**config.mk**
```make
export PLATFORM = sky130hd
export DESIGN_NAME = imm_decode_pipe
export DESIGN_NICKNAME = d
export VERILOG_FILES = /design/src/rtl/imm_decode_pipe.sv
export SDC_FILE = /design/constraint.sdc
export NUM_CORES = 1
export LEC_CHECK = 0
export ABC_AREA = 1
export BUFFER_PORTS_ARGS = -buffer_cell sky130_fd_sc_hd__buf_4
export CAP_MARGIN = 20
export CORE_UTILIZATION = 50
export CTS_CLUSTER_DIAMETER = 60
export DETAILED_ROUTE_END_ITERATION = 8
export PLACE_DENSITY_LB_ADDON = 0.1
export SLEW_MARGIN = 20
export SYNTH_ARGS = -nofsm -noshare
export SYNTH_HDL_FRONTEND = slang
export SYNTH_SLANG_ARGS = --single-unit
```
**constraint.sdc**
```tcl
create_clock -name clk -period 2 [get_ports clk]
set_input_delay 0.2 -clock clk [delete_from_list [all_inputs] [get_ports clk]]
set_output_delay 0.2 -clock clk [all_outputs]
set_load 0.005 [all_outputs]
```
**src/rtl/imm_decode_pipe.sv**
```systemverilog
// LEGv8 immediate extractor: combinational decode, registered output stage, one-entry skid buffer.
// Optional build macro IMM_BYTEOFF_EN scales CB and B immediates to byte offsets.
module imm_decode_pipe #(
  parameter int N = 64
) (
  input  logic         clk,
  input  logic         reset,
  input  logic         in_valid,
  output logic         in_ready,
  input  logic [31:0]  in_instr,
  output logic         out_valid,
  input  logic         out_ready,
  output logic [N-1:0] out_imm,
  output logic [2:0]   out_fmt
);
  localparam logic [2:0] FMT_NONE = 3'd0;
  localparam logic [2:0] FMT_D    = 3'd1;
  localparam logic [2:0] FMT_I    = 3'd2;
  localparam logic [2:0] FMT_CB   = 3'd3;
  localparam logic [2:0] FMT_B    = 3'd4;
  localparam logic [2:0] FMT_IW   = 3'd5;

  logic [63:0]  wide_imm;
  logic [2:0]   dec_fmt;
  logic [N-1:0] dec_imm;

  logic         out_valid_reg;
  logic [N-1:0] out_imm_reg;
  logic [2:0]   out_fmt_reg;
  logic         skid_valid_reg;
  logic [N-1:0] skid_imm_reg;
  logic [2:0]   skid_fmt_reg;

  logic accept;
  logic consume;
  logic unused_low_bits;

  assign unused_low_bits = ^in_instr[4:0];

  // Everything is built at 64 bits and truncated once, so sign extension reaches bit N-1.
  always_comb begin
    wide_imm = '0;
    dec_fmt  = FMT_NONE;
    if (in_instr[31:21] == 11'b11111000010 || in_instr[31:21] == 11'b11111000000) begin
      wide_imm = {{55{in_instr[20]}}, in_instr[20:12]};
      dec_fmt  = FMT_D;
    end else if (in_instr[31:22] == 10'b1001000100 || in_instr[31:22] == 10'b1101000100) begin
      wide_imm = {52'd0, in_instr[21:10]};
      dec_fmt  = FMT_I;
    end else if (in_instr[31:24] == 8'b10110100 || in_instr[31:24] == 8'b10110101 ||
                 in_instr[31:24] == 8'b01010100) begin
      wide_imm = {{45{in_instr[23]}}, in_instr[23:5]};
      dec_fmt  = FMT_CB;
    end else if (in_instr[31:26] == 6'b000101 || in_instr[31:26] == 6'b100101) begin
      wide_imm = {{38{in_instr[25]}}, in_instr[25:0]};
      dec_fmt  = FMT_B;
    end else if (in_instr[31:23] == 9'b110100101) begin
      wide_imm = {48'd0, in_instr[20:5]} << {in_instr[22:21], 4'b0000};
      dec_fmt  = FMT_IW;
    end
`ifdef IMM_BYTEOFF_EN
    if (dec_fmt == FMT_CB || dec_fmt == FMT_B) begin
      wide_imm = {wide_imm[61:0], 2'b00};
    end
`else
`endif
    dec_imm = wide_imm[N-1:0];
  end

  // in_ready comes straight from the skid valid flop; no path from out_ready.
  assign in_ready  = ~skid_valid_reg;
  assign accept    = in_valid & ~skid_valid_reg;
  assign consume   = out_valid_reg & out_ready;

  assign out_valid = out_valid_reg;
  assign out_imm   = out_imm_reg;
  assign out_fmt   = out_fmt_reg;

  always_ff @(posedge clk) begin
    if (reset) begin
      out_valid_reg  <= 1'b0;
      out_imm_reg    <= '0;
      out_fmt_reg    <= FMT_NONE;
      skid_valid_reg <= 1'b0;
      skid_imm_reg   <= '0;
      skid_fmt_reg   <= FMT_NONE;
    end else if (!out_valid_reg || consume) begin
      // OUT is free this edge: older skid entry has priority over new input.
      if (skid_valid_reg) begin
        out_imm_reg    <= skid_imm_reg;
        out_fmt_reg    <= skid_fmt_reg;
        out_valid_reg  <= 1'b1;
        skid_valid_reg <= 1'b0;
      end else if (accept) begin
        out_imm_reg    <= dec_imm;
        out_fmt_reg    <= dec_fmt;
        out_valid_reg  <= 1'b1;
      end else begin
        out_valid_reg  <= 1'b0;
      end
    end else if (accept) begin
      skid_imm_reg   <= dec_imm;
      skid_fmt_reg   <= dec_fmt;
      skid_valid_reg <= 1'b1;
    end
  end
endmodule

```
---- After elaboration in Yosys (flattened, before gate mapping) ----
Index checks and enable logic that the tools add are counted.
word-level totals
  flip-flop bits (word level) ............. 136
  input port bits ......................... 36
  output and inout port bits .............. 69
  word-level logic and storage cells ...... 48
cells by class
  eq/ne operators ......................... 10
  shift operators ......................... 1
  mux-type cells .......................... 16
  bitwise gates (word level) .............. 4
  reductions and logical operators ........ 11
operators by type and width
  cell                                                              number
  64-bit 2-to-1 mux                                                 7
  16-bit by 6-bit left shift with 64-bit output                     1
  11-bit == test (second input constant)                            2
  3-bit 2-to-1 mux                                                  7
  10-bit == test (second input constant)                            2
  8-bit == test (second input constant)                             2
  9-bit == test (second input constant)                             1
  8-bit by 7-bit == test with 1-bit output (second input constant)  1
  6-bit by 3-bit == test with 1-bit output (second input constant)  1
  6-bit == test (second input constant)                             1
  1-bit logical OR                                                  6
  2-bit AND reduction                                               2
  1-bit bitwise AND                                                 2
  1-bit 2-to-1 mux                                                  2
  1-bit inverter                                                    2
  2-bit nonzero test                                                1
  2-bit OR reduction                                                1
  1-bit zero test                                                   1

---- Logic depth before layout (Yosys ltp) ----
  depth after elaboration ................. 8
  depth in mapped cells ................... 12
  gate-level depth less buffers ........... 10

---- Worst setup path before layout ----
No wires, ideal clock.
  path kind ............................... reg-to-reg
  from .................................... register out_valid_reg, in the netlist out_valid
  to ...................................... register skid_imm_reg[35]
  setup time .............................. 116 ps
  arrival time ............................ 1,435 ps
  required time ........................... 1,884 ps
  slack ................................... 449 ps
  stages on the path, launching flop included .. 10
  buffers on the path ..................... 2
  period minus slack after synthesis ...... 1,551 ps
  path through ............................ dfxtp_1 > inv_1 > nor2_1 > nand3_1 > inv_1 > buf_2 > buf_1 > nand3_1 > o211ai_1 > inv_1
on the way
  longest elaborated chain between the ends .. 4
  elaborated cells between the ends (all ways) .. 5
  classes of those cells .................. 2 x bitwise; 3 x reduce/logical
RTL lines
  what                                                         RTL line  RTL
  start: declaration                                           27        logic out_valid_reg;
  start signal: assignment                                     81        out_valid_reg <= 1'b0;
  start signal: assignment                                     92        out_valid_reg <= 1'b1;
  start signal: assignment                                     97        out_valid_reg <= 1'b1;
  1-bit bitwise AND / 1-bit zero test (equally long branches)  73, 87
  1-bit logical OR (*)                                         87        end else if (!out_valid_reg || consume) begin
  1-bit inverter (no line) (*)                                 n/a
  2-bit AND reduction (no line) (*)                            n/a
  end signal: assignment                                       102       skid_imm_reg <= dec_imm;
  end: declaration                                             31        logic [N-1:0] skid_imm_reg;
Every way passes the cells marked *; elsewhere a longest branch is shown, timed or not.
A chain may end at the register's enable or synchronous reset.

---- Worst setup path after layout ----
  from .................................... register skid_valid_reg
  to ...................................... register out_imm_reg[6], in the netlist out_imm[6]
on the way
  longest elaborated chain between the ends .. 4
  elaborated cells between the ends (all ways) .. 5
  classes of those cells .................. 1 x mux; 2 x bitwise; 2 x reduce/logical
RTL lines
  what                           RTL line  RTL
  start: declaration             30        logic skid_valid_reg;
  start signal: assignment       84        skid_valid_reg <= 1'b0;
  start signal: assignment       93        skid_valid_reg <= 1'b0;
  start signal: assignment       104       skid_valid_reg <= 1'b1;
  1-bit inverter                 72        assign accept = in_valid & ~skid_valid_reg;
  1-bit bitwise AND              72
  2-bit nonzero test (no line)   n/a
  2-bit AND reduction (no line)  n/a
  end signal: assignment         90        out_imm_reg <= skid_imm_reg;
  end signal: assignment         95        out_imm_reg <= dec_imm;
  end: declaration               28        logic [N-1:0] out_imm_reg;
Parallel ways exist; a longest one is shown, timed or not.

==> results by group <==
Global route
  – Initial antenna violation count: 0
  – Gr usage total: 0.309
  – Largest net degree at the start of global routing: 133
  – First-pass GRT wire length: 39,200 um
  – Global route total overflow: 0
  – Vias in the first global route: 7,418

Layout
  – Fill cells: 1,498
  – Ant diodes: 0
  – Multi-input gate area: 0.00420 sq mm
  – Register area: ~0.0027 sq mm
  – Post-layout util: 0.617
  – Nets: 1,324
  – Synth-to-layout area growth: 20.6%
  – Most frequent cells in the layout: nand2_1, nor2_1, nand3_1
  – Share of cells above drive strength 1: 0.150
  – Most common cell after layout, fill and taps aside: nand2_1

Setup path
  – Worst setup startpoint: skid_valid_reg
  – Worst path cell trace: nor2_1, nor2_1, clkinv_2, buf_12, nor2_1, nand2_1, a21oi_1
  – Crit-path max cell delay: 0.42 ns
  – R2R Setup Slk: 0.22 ns
  – CP max FO: 28
  – CP Launch Type: register
  – Arr. time, crit path: 2.13 ns
  – Slowest CP cell: dfxtp_1
  – Critical Path Sink Type: register
  – FF-to-FF Start: skid_valid_reg
  – Sum of buffers and inverters on the critical path: 2
  – CP top delay family: buffers and inverters
  – Worst Path Required: 2.34 ns
  – CP dominant cell by count: nor2_1
  – Setup CP Type: register to register

Power
  – Switching Fraction: 0.262
  – Power Density: roughly 750 mW/mm^2
  – Clock share of power: 0.479
  – Pleak: 4.80 nW
  – VDD IR max: 0.632 mV
  – Sequential share of power: 0.403
  – Comb pwr share: 0.117
  – Cell Int Power: 5.21 mW
  – Switching power: about 1.9 mW

Placed design
  – Port Buffers: 104
  – Hpwl dp: 15,900 um
  – Gp weighted congestion: 0.978

Clock tree
  – Post CTS Setup Buffer Count: 0
  – Hold-fix buffers at CTS: 0
  – Clock buffer count from CTS: 17
  – Htree depth: 4
  – Clock Latency Late Sink: 0.42 ns
  – # resized after CTS: 0
  – CTS root buf: clkbuf_16
  – TritonCTS clock tree: done
  – Clock buffer depth: 2
  – Clock transition at path regs: 0.06 ns
  – Clock tree sinks: approximately 140

Floorplan
  – Io pins: 105
  – Core area: 0.0152 sq mm
  – Site Rows: 45
  – Die area: 0.0161 sq mm
  – Chip height: 127 um
  – DIE WIDTH: 127 um
  – Initial Util: 0.512

Min path
  – Hold crit path type: input pin to register
  – Hold Crit Start: out_ready

Drt
  – Post-DRT Antenna Nets: 0
  – Initial DRC count: 805
  – DR vias: 8,395
  – Vias per inst: 5.64
  – DR WL/cell: between 15 and 20 um
  – Drt pass-1 iters: 6
  – Detailed-route wire length: 23,900 um
  – Post-route DRC: 0

Synth
  – Synthesized area per cell: 6.28 sq um
  – Register area share after synthesis: 0.350
  – Synthesized cell area: approximately 0.0078 sq mm
  – Syn_nets: ~1,300
  – Count of state elements after synthesis: 136
  – Distinct cell type count after synthesis: 26
  – Cells after Synth: approximately 1,200
  – Ys Warns: 0

Timing
  – Slew @ Worst Pin: between 0.7 and 0.8 ns
  – Unrepaired setup endpoints after global routing: false
  – Minimum clock period: 1.78 ns
  – Fin Setup TNS: 0 ns
  – Fmax: roughly 560 MHz
  – Worst hold slack: 0.0755 ns
  – Max-slew headroom: 0.475
  – Clk_skew: 0.00763 ns
  – Crit share post-route: 0.892
  – Final Hold Viols: 0
  – Final setup viols: 0
  – Max-slew violations: 0

Flow run
  – # Max-Cap Violations: 0

Run status
  – Outcome: finished, final reports clean
## power by group through the flow
stage / Clock [mW] / Combinational (mW) / Sequential [mW]
4_1_cts: 3.43 / 0.823 / 2.85
3_3_place_gp: 0 / 0.816 / 2.90
6_report: 3.38 / 0.829 / 2.85
2_1_floorplan: 0 / 0.493 / 2.90
3_5_place_dp: 0 / 0.818 / 2.91
5_1_grt: 3.55 / 0.920 / 2.86
## cell type report
class	instances	share of cell area
Sequential cell	136	0.290
Timing Repair Buffer	141	0.129
Inverter	102	0.0412
Tap cell	188	0.0251
Clock buffer	19	0.0462
Clock inverter	13	0.0208
Multi-Input combinational cell	890	0.448
## cells in the mapped netlist, drive strengths merged
master | count | area share
nand2 | 279 | 0.14
nor2 | 209 | 0.10
nand3 | 148 | 0.099
dfxtp | 136 | 0.35
inv | 102 | 0.049
a21oi | 83 | 0.053
nand4 | 82 | 0.066
clkbuf | 66 | 0.032
o211ai | 52 | 0.050
buf | 45 | 0.029
o21ai | 19 | 0.014
a41oi | 12 | 0.014
nor3 | 4 | 0.0040
o21a | 1 | 0.00097
o31ai | 1 | 0.00097
## kinds of logic (layout without fill, tap and decap cells)
kind of cell           count (synthesis)  in the layout  synth area share
flip-flops                           136            136             0.350
AND/OR/NAND/NOR                      722            722             0.407
AO/OA/AOI/OAI                        168            168             0.133
buffers and inverters                213            275             0.110
## routing by layer
metal  vias to the layer above  part of all wire  track usage
met1                      3826              0.48        0.436
li1                       4215                 -            -
met5                         -                 0            0
met3                        47             0.069       0.0603
met2                       307              0.43        0.466
met4                         0             0.027        0.116
## per-stage QoR
| stage | worst slack [ns] | instance area, sq um | instances | total power, mW |
|---|---|---|---|---|
| after floorplan | 0.449 | 7780 | 1239 | 3.40 |
| after global placement | 0.161 | 8750 | 1457 | 3.72 |
| after detailed placement | 0.0811 | 8750 | 1457 | 3.72 |
| after CTS | 0.197 | 9380 | 1489 | 7.10 |
| after global routing | 0.0436 | 9380 | 1489 | 7.33 |
| final | 0.216 | 9380 | 1489 | 7.06 |
## worst register-to-register path: cells and delay by family, from the launching register on
kind	cells	cell delay (ns)
AOI/OAI and AO/OA	1	0.16
buffers and inverters	2	0.61
DFF	1	0.42
and+or+nand+nor	4	0.51
## path summary, 6_finish.rpt
path                                       end  depth (start not counted)
worst max-delay path                out_imm[6]                          7
worst min-delay path            skid_valid_reg                          4
worst max register to register      out_imm[6]                          7
worst min register to register      out_imm[4]                          2
No activity file was read; power rests on OpenSTA's default activity.
